===== config.mk =====
export PLATFORM = sky130hd
export DESIGN_NAME = regfile_sb
export DESIGN_NICKNAME = d
export VERILOG_FILES = /design/src/rtl/regfile_pkg.sv /design/src/rtl/regfile_scoreboard.sv /design/src/rtl/regfile_sb.sv
export SDC_FILE = /design/constraint.sdc
export NUM_CORES = 2
export LEC_CHECK = 0
export BUFFER_PORTS_ARGS = -buffer_cell sky130_fd_sc_hd__buf_4
export CORE_MARGIN = 2
export CORE_UTILIZATION = 51
export DETAILED_ROUTE_END_ITERATION = 10
export GPL_ROUTABILITY_DRIVEN = 0
export PLACE_DENSITY = 0.67
export SYNTH_ARGS = -nofsm -noshare
export SYNTH_HDL_FRONTEND = slang
export SYNTH_SLANG_ARGS = --single-unit

===== constraint.sdc =====
create_clock -name clk -period 16.9 [get_ports clk]
set_clock_uncertainty 0.15 [all_clocks]
set_input_delay 0.845 -clock clk [delete_from_list [all_inputs] [get_ports clk]]
set_output_delay 0.845 -clock clk [all_outputs]
set_load 0.02 [all_outputs]

===== src/rtl/regfile_pkg.sv =====
// Shared defaults and constants for the register file with scoreboard.
package regfile_pkg;
    localparam int XLEN_DEF = 32;
    localparam int NREG_DEF = 32;
    localparam int REG_ZERO = 0;
endpackage


===== src/rtl/regfile_scoreboard.sv =====
// Per-register pending bits: issue sets, writeback clears, flush clears all.
// pend_cnt_o is registered from the same next-state vector, so it never lags the bits.
module regfile_scoreboard
    import regfile_pkg::*;
#(
    parameter  int NREG = NREG_DEF,
    localparam int AW   = $clog2(NREG)
) (
    input  logic          clk,
    input  logic          rst,
    input  logic          clr_en_i,
    input  logic [AW-1:0] clr_idx_i,
    input  logic          set_en_i,
    input  logic [AW-1:0] set_idx_i,
    input  logic          flush_i,
    input  logic [AW-1:0] rs1_i,
    input  logic [AW-1:0] rs2_i,
    output logic          rs1_busy_o,
    output logic          rs2_busy_o,
    output logic [AW:0]   pend_cnt_o
);
    logic [NREG-1:0] pend_q, pend_d;
    logic [AW:0]     cnt_q, cnt_d;

    // Clear before set so a same-cycle issue to the written register wins.
    always_comb begin
        pend_d = pend_q;
        if (flush_i) begin
            pend_d = '0;
        end else begin
            if (clr_en_i && clr_idx_i != AW'(REG_ZERO)) pend_d[clr_idx_i] = 1'b0;
            if (set_en_i && set_idx_i != AW'(REG_ZERO)) pend_d[set_idx_i] = 1'b1;
        end
        cnt_d = '0;
        for (int i = 0; i < NREG; i++) cnt_d = cnt_d + (AW+1)'(pend_d[i]);
    end

    always_ff @(posedge clk) begin
        if (rst) begin
            pend_q <= '0;
            cnt_q  <= '0;
        end else begin
            pend_q <= pend_d;
            cnt_q  <= cnt_d;
        end
    end

    assign rs1_busy_o = (rs1_i != AW'(REG_ZERO)) && pend_q[rs1_i];
    assign rs2_busy_o = (rs2_i != AW'(REG_ZERO)) && pend_q[rs2_i];
    assign pend_cnt_o = cnt_q;
endmodule


===== src/rtl/regfile_sb.sv =====
// Integer register file (1W/2R, x0 = 0) with RAW scoreboard and flush.
// Define REGFILE_BYPASS_EN to forward same-cycle writeback data/busy to the read ports.
module regfile_sb
    import regfile_pkg::*;
#(
    parameter  int XLEN = XLEN_DEF,
    parameter  int NREG = NREG_DEF,
    localparam int AW   = $clog2(NREG)
) (
    input  logic            clk,
    input  logic            rst,
    input  logic            wEn,
    input  logic [AW-1:0]   rd,
    input  logic [XLEN-1:0] write_data,
    input  logic [AW-1:0]   rs1,
    input  logic [AW-1:0]   rs2,
    output logic [XLEN-1:0] read_data1,
    output logic [XLEN-1:0] read_data2,
    input  logic            issue_en,
    input  logic [AW-1:0]   issue_rd,
    input  logic            flush,
    output logic            rs1_busy,
    output logic            rs2_busy,
    output logic [AW:0]     pend_cnt
);
    logic [NREG-1:0][XLEN-1:0] regs_q;
    logic                      wr_nz;
    logic                      hit1, hit2;
    logic                      sb_busy1, sb_busy2;

    assign wr_nz = wEn && (rd != AW'(REG_ZERO));

    always_ff @(posedge clk) begin
        if (rst)        regs_q     <= '0;
        else if (wr_nz) regs_q[rd] <= write_data;
    end

    regfile_scoreboard #(.NREG(NREG)) u_sb (
        .clk        (clk),
        .rst        (rst),
        .clr_en_i   (wEn),
        .clr_idx_i  (rd),
        .set_en_i   (issue_en),
        .set_idx_i  (issue_rd),
        .flush_i    (flush),
        .rs1_i      (rs1),
        .rs2_i      (rs2),
        .rs1_busy_o (sb_busy1),
        .rs2_busy_o (sb_busy2),
        .pend_cnt_o (pend_cnt)
    );

`ifdef REGFILE_BYPASS_EN
    assign hit1 = wr_nz && (rd == rs1);
    assign hit2 = wr_nz && (rd == rs2);
`else
    assign hit1 = 1'b0;
    assign hit2 = 1'b0;
`endif

    // A forwarded read is completing its hazard this cycle, so it is never busy.
    assign read_data1 = hit1 ? write_data : (rs1 == AW'(REG_ZERO)) ? '0 : regs_q[rs1];
    assign read_data2 = hit2 ? write_data : (rs2 == AW'(REG_ZERO)) ? '0 : regs_q[rs2];
    assign rs1_busy   = sb_busy1 && !hit1;
    assign rs2_busy   = sb_busy2 && !hit2;
endmodule

Yosys cells after proc, flatten, opt, wreduce, memory -nomap -nowiden
Cells that the tools add are included.
{"block": "op_classes", "muxes": 21, "n_reduce_logical": 12, "bitwise_logic": 3, "magnitude_cmp": 6, "add_sub_neg": 31}
{"operator": "$bwmux 1024", "n": 1}
{"operator": "$bmux 32 s5", "n": 2}
{"operator": "$mux 32", "n": 9}
{"operator": "$add 6x1->6", "n": 30}
{"operator": "$demux 32 s5", "n": 1}
{"operator": "$and 32x32->32", "n": 1}
{"operator": "$not 32->32", "n": 1}
{"operator": "$or 32x32->32", "n": 1}
{"operator": "$lt 5x6->1 const B", "n": 4}
{"operator": "$reduce_bool 5->1", "n": 4}
{"operator": "$bmux 1 s5", "n": 2}
{"operator": "$demux 1 s5", "n": 2}
{"operator": "$ge 5x1->1 const B", "n": 2}
{"operator": "$logic_not 5->1", "n": 2}
{"operator": "$logic_and 1x1->1", "n": 6}
{"operator": "$mux 1", "n": 4}
{"operator": "$add 1x1->2", "n": 1}
{"block": "totals", "inputBits": 57, "register_bits": 1062, "wordCells": 107, "out_inout_bits": 72}

Longest topological paths before layout
{"block": "logic_depth", "word_depth": 42, "depth_mapped": 22, "ltp_nobuf": 20}

Modules after synthesis
A second synthesis with hierarchy kept.
{"block": "unflattened", "hier_cells": 6273, "area_unflattened_um2": 54710.0}
{"module": "regfile_sb", "area_each_um2": 51673.3, "seq_area_each_um2": 20499.7, "instances": 1, "cells_per_inst": 5930}
{"module": "regfile_scoreboard", "area_each_um2": 3036.7, "seq_area_each_um2": 760.7, "instances": 1, "cells_per_inst": 343}

Worst setup path before layout
OpenSTA, ideal clock, no wires.
{"block": "synth_path", "path_type": "in2reg", "start": "in rd[3]", "end": "reg u_sb.cnt_q[4], in the netlist u_sb.pend_cnt_o[4]", "required_ns": 16.618, "path_slack_ns": 10.311, "stages": 21, "path_buffers": 1, "setup_time_ns": 0.132, "t_arrival_ns": 6.307, "cell_sequence": "buf_2 nor4b_2 nand2_1 a32oi_1 nor2_1 ha_1 fa_1 inv_1 fa_1 inv_1 fa_1 fa_1 fa_1 inv_1 fa_1 fa_1 fa_1 nor2b_1 o21ai_0 a21boi_0 nor3_1"}
{"block": "synth_between", "elab_chain_len": 42, "word_cells_on_any_way": 45, "cone_classes": "add/sub (31); order compare (2); mux (6); bitwise (3); reduce/logical (3)"}
{"item": "start: declaration", "line_no": "regfile_sb.sv:13", "rtl": "input logic [AW-1:0] rd,"}
{"item": "$lt 5x6->1 (implied by the code) or $ge 5x1->1 (tied branches)", "line_no": "regfile_scoreboard.sv:31", "rtl": "if (clr_en_i && clr_idx_i != AW'(REG_ZERO)) pend_d[clr_idx_i] = 1'b0;"}
{"item": "$logic_and 1x1->1 (implied by the code)", "line_no": "regfile_scoreboard.sv:31"}
{"item": "$mux 1 (implied by the code)", "line_no": "regfile_scoreboard.sv:31"}
{"item": "$demux 1 s5"}
{"item": "$not 32->32 (no line)"}
{"item": "$and 32x32->32 (no line)"}
{"item": "$mux 32 *", "line_no": "regfile_scoreboard.sv:31"}
{"item": "$mux 32 *", "line_no": "regfile_scoreboard.sv:28", "rtl": "if (flush_i) begin"}
{"item": "$or 32x32->32 (no line)"}
{"item": "$mux 32 *", "line_no": "regfile_scoreboard.sv:32", "rtl": "if (set_en_i && set_idx_i != AW'(REG_ZERO)) pend_d[set_idx_i] = 1'b1;"}
{"item": "$mux 32 *", "line_no": "regfile_scoreboard.sv:28"}
{"item": "via u_sb.pend_d[1]", "line_no": "regfile_scoreboard.sv:22", "rtl": "logic [NREG-1:0] pend_q, pend_d;"}
{"item": "$add 1x1->2 *", "line_no": "regfile_scoreboard.sv:35", "rtl": "for (int i = 0; i < NREG; i++) cnt_d = cnt_d + (AW+1)'(pend_d[i]);"}
{"item": "$add 6x1->6 * (30 in series)", "line_no": "regfile_scoreboard.sv:35"}
{"item": "end signal: assignment", "line_no": "regfile_scoreboard.sv:44", "rtl": "cnt_q <= cnt_d;"}
{"item": "end: declaration", "line_no": "regfile_scoreboard.sv:23", "rtl": "logic [AW:0] cnt_q, cnt_d;"}
Mark *: on every way through the listed nets, which the timed path passes. The rest lies on a longest branch. The select of a mux whose other input is x is not followed.
A chain may end at the register's enable or synchronous reset.

Worst setup path in the final report
{"block": "layout_path", "start": "in rd[1]", "end": "reg u_sb.cnt_q[4], in the netlist u_sb.pend_cnt_o[4]"}
{"block": "layout_between", "elab_chain_len": 42, "word_cells_on_any_way": 45, "cone_classes": "add/sub (31); order compare (2); mux (6); bitwise (3); reduce/logical (3)"}
{"item": "$lt 5x6->1 (implied by the code) or $ge 5x1->1 (tied branches)", "line_no": "regfile_scoreboard.sv:31"}
{"item": "$logic_and 1x1->1 (implied by the code)", "line_no": "regfile_scoreboard.sv:31"}
{"item": "$mux 1 (implied by the code)", "line_no": "regfile_scoreboard.sv:31"}
{"item": "$demux 1 s5"}
{"item": "$not 32->32 (no line)"}
{"item": "$and 32x32->32 (no line)"}
{"item": "$mux 32 *", "line_no": "regfile_scoreboard.sv:31"}
{"item": "$mux 32 *", "line_no": "regfile_scoreboard.sv:28"}
{"item": "$or 32x32->32 (no line)"}
{"item": "$mux 32 *", "line_no": "regfile_scoreboard.sv:32"}
{"item": "$mux 32 *", "line_no": "regfile_scoreboard.sv:28"}
{"item": "$add 1x1->2", "line_no": "regfile_scoreboard.sv:35"}
{"item": "$add 6x1->6 (29 in series)", "line_no": "regfile_scoreboard.sv:35"}
{"item": "$add 6x1->6 *", "line_no": "regfile_scoreboard.sv:35"}
Every way passes the cells marked *; elsewhere a longest branch is shown, timed or not. The select of a mux whose other input is x is not followed.

==> results.toml <==
[outcome]
status = "completed"

[power]
internal_power_mw = 4.15
share_comb_of_total_power_pct = 9.3
p_seq_share_pct = 44.9
power_density_nw_per_um2 = 94.8
leakagePower_nw = 19.9
peakVddDrop_mv = 0.0794
sw_frac_of_total_pct = 26.5
power_switching_mw = 1.49
clockPowerShare_pct = 45.8

[critical_path]
cp.required_ns = 17.31
rr_startpoint = "u_sb.pend_q[1]$_SDFF_PP0_"
arrival_ns = 7.55
worstSetupEndpointType = "flip-flop"
ff2ff_setup_slack_ns = 11.29
cp_cell_sequence = "buf_4, nor2_1, nand2_2, a22oi_1, or2_2, fa_1, fa_1, fa_1, inv_1, fa_1, fa_1, inv_1, fa_1, fa_1, fa_1, nor2b_1, o21ai_0, a21boi_0, nor3_1"
cpMaxStageDelayCell = "nand2_2"
critical_path_class = "in2reg"
cp_max_fo = 33
critPathMaxStageDelay_ns = 0.91
startpoint_type = "input port"
cpMostUsedCell = "fa_1"
r2r-end = "u_sb.pend_cnt_o[4]$_SDFF_PP0_"
worstRegToRegCells = 18

[routing]
wl_per_cell_um = 29.4
vias = 50800
drtIter0Drc = 8198
drc = 0
wirelength_um = 221000
drt_pre_antenna_iters = 7
antenna_left = 0
vias_per_cell = 6.76

[synth]
ys_types = 57
synth_ff_type = "dfxtp_1"
syn_nets = 6397
avgSynthCellArea_um2 = 8.70
synth-edff-count = 0
ys_seq_elements = 1062
yosysSeqAreaShare_pct = 38.7
ys_async_sr_fraction_pct = 0
synth.yosys.warnings = 0
synth_area_um2 = 54900
syn_inst = 6308

[timing]
worstMarginPinSlew_ns = 1.45
fmax_mhz = 140
relSlewSlack_pct = 3.43
finalSetupViolCount = 0
fin_crit_ns = 7.14
fin_crit_sh_pct = 42.3
setup_ws_ns = 9.76
slew_viol_final = 0
tns_ns = 0
finalHoldViolations = 0
rsz0062_at_grt = "false"

[floorplan]
floorplan.die_area_um2 = 110000
die_w_um = 332
rows = 120
core_area_um2 = 107000
ios = 129
dieHeight_um = 332
initial_core_util_pct = 51.4

[cells_and_area]
syn_to_final_growth_pct = 8.56
nets = 6102
final_cell_mix = "nand2_1, dfxtp_1, a21oi_1"
final_util_pct = 55.8
final_common_cell = "nand2_1"
drive_above_1_share_pct = 15.9

[clocking]
postCtsResizedCells = 0
post_cts_buffers = 0
tritoncts = "yes"
cts.root.buffer_cell = "clkbuf_16"
cts_buffer_depth = 3
clkSlewWorstSetupHoldPaths_ns = 0.06
clock_sinks = 1062
cts_buffers = 113
cts_max_level = 3
cts_hold_buf = 0
clkLatencyLatePin_ns = 0.72

[run]
maxCapViolCount = 0

[global_routing]
grt_pass1_vias = 47000
grt_max_degree = 193
antenna_found_initial = 18
grt_usage_pct = 38.8
grt_overflow = 0
grt_pass1_wl_um = 320000

[hold_path]
min_path_type = "reg2reg"
hold_end = "regs_q[219]$_SDFFE_PP0P_"
hold_depth = 2
min_from = "regs_q[219]$_SDFFE_PP0P_"

[placement]
dp_hpwl_um = 127000
dpl_worst_slack_ns = 9.13
port_buffers = 128
## metal layers
metal	up-vias	GRT usage, %	wire, um
met5	-	0	78
met4	12	23.3	14900
met2	3979	56.1	92900
li1	21400	-	-
met3	902	11.3	32100
met1	24500	51.5	80900
## cells in the mapped netlist (61+ instances only)
library cell	instances	share of area [%]
o221ai_1	66	1.1
mux2i_1	330	6.0
buf_2	115	1.0
nand2_1	2103	14
nor2_1	61	0.42
clkbuf_1	410	2.8
a211oi_1	63	0.86
a21oi_1	1025	9.3
mux2_2	66	1.4
mux4_2	358	15
nor2b_1	77	0.88
dfxtp_1	1062	39
a22oi_1	89	1.2
## metrics by stage
| stage | cells | hold WS (ns) | total power, mW | area (um^2) |
|---|---|---|---|---|
| finish | 7513 | 0.318 | 5.65 | 59600 |
| global placement | 7301 | 0.299 | 3.09 | 55800 |
| floorplan | 6308 | 0.290 | 2.91 | 54900 |
| detailed placement | 7301 | 0.307 | 3.09 | 55800 |
| global route | 7510 | 0.331 | 5.75 | 59600 |
| CTS | 7507 | 0.314 | 5.62 | 59600 |
## worst max path at each step
stage | depth (start not counted) | slack (ns) | end | start
2_1_floorplan | 21 | 10.31 | u_sb.pend_cnt_o[4]$_SDFF_PP0_ | rd[3]
3_3_place_gp | 19 | 9.20 | u_sb.pend_cnt_o[4]$_SDFF_PP0_ | rd[1]
3_5_place_dp | 19 | 9.13 | u_sb.pend_cnt_o[4]$_SDFF_PP0_ | rd[1]
4_1_cts | 19 | 9.87 | u_sb.pend_cnt_o[4]$_SDFF_PP0_ | rd[1]
5_1_grt | 19 | 9.52 | u_sb.pend_cnt_o[4]$_SDFF_PP0_ | rd[1]
6_report | 19 | 9.76 | u_sb.pend_cnt_o[4]$_SDFF_PP0_ | rd[1]
## final cells by class
type / instances / area, um^2
sequential: 1062 / 21300
clock inverter: 33 / 498
multi-input combinational: 4564 / 30800
timing repair buffer: 244 / 1900
clock buffer: 173 / 3310
inverter: 28 / 108
fill: 9527 / 47300
antenna: 6 / 15.0
tap: 1403 / 1760
## power by group through the flow
stage                     Combinational (mW)  Clock, mW  Sequential, mW
final                                  0.523       2.59            2.54
after global routing                   0.532       2.69            2.54
after CTS                              0.502       2.59            2.53
after detailed placement               0.501          0            2.59
after global placement                 0.498          0            2.59
after floorplan                        0.324          0            2.59
## flip-flops by register name (all words and copies together) (netlist names)
register         flops
u_sb.pend_cnt_o      6
u_sb.pend_q         32
regs_q            1024
## kinds of logic after synthesis
| group | count (synthesis) | share of synthesized area, % |
|---|---|---|
| AO/OA/AOI/OAI | 1416 | 15.1 |
| multiplexers | 759 | 22.3 |
| buffers and inverters | 682 | 5.76 |
| adder cells (fa/ha/maj) | 32 | 1.06 |
| AND/OR/NAND/NOR | 2357 | 17.1 |
| flip-flops | 1062 | 38.7 |
## worst max-delay path, delay by kind of cell
kind / cells / cell delay, ns
compound gates: 3 / 0.73
buf+inv: 3 / 0.26
simple gates: 5 / 2.02
fa+ha+maj: 8 / 3.69
Note: power is estimated with default switching activity, not from simulation.
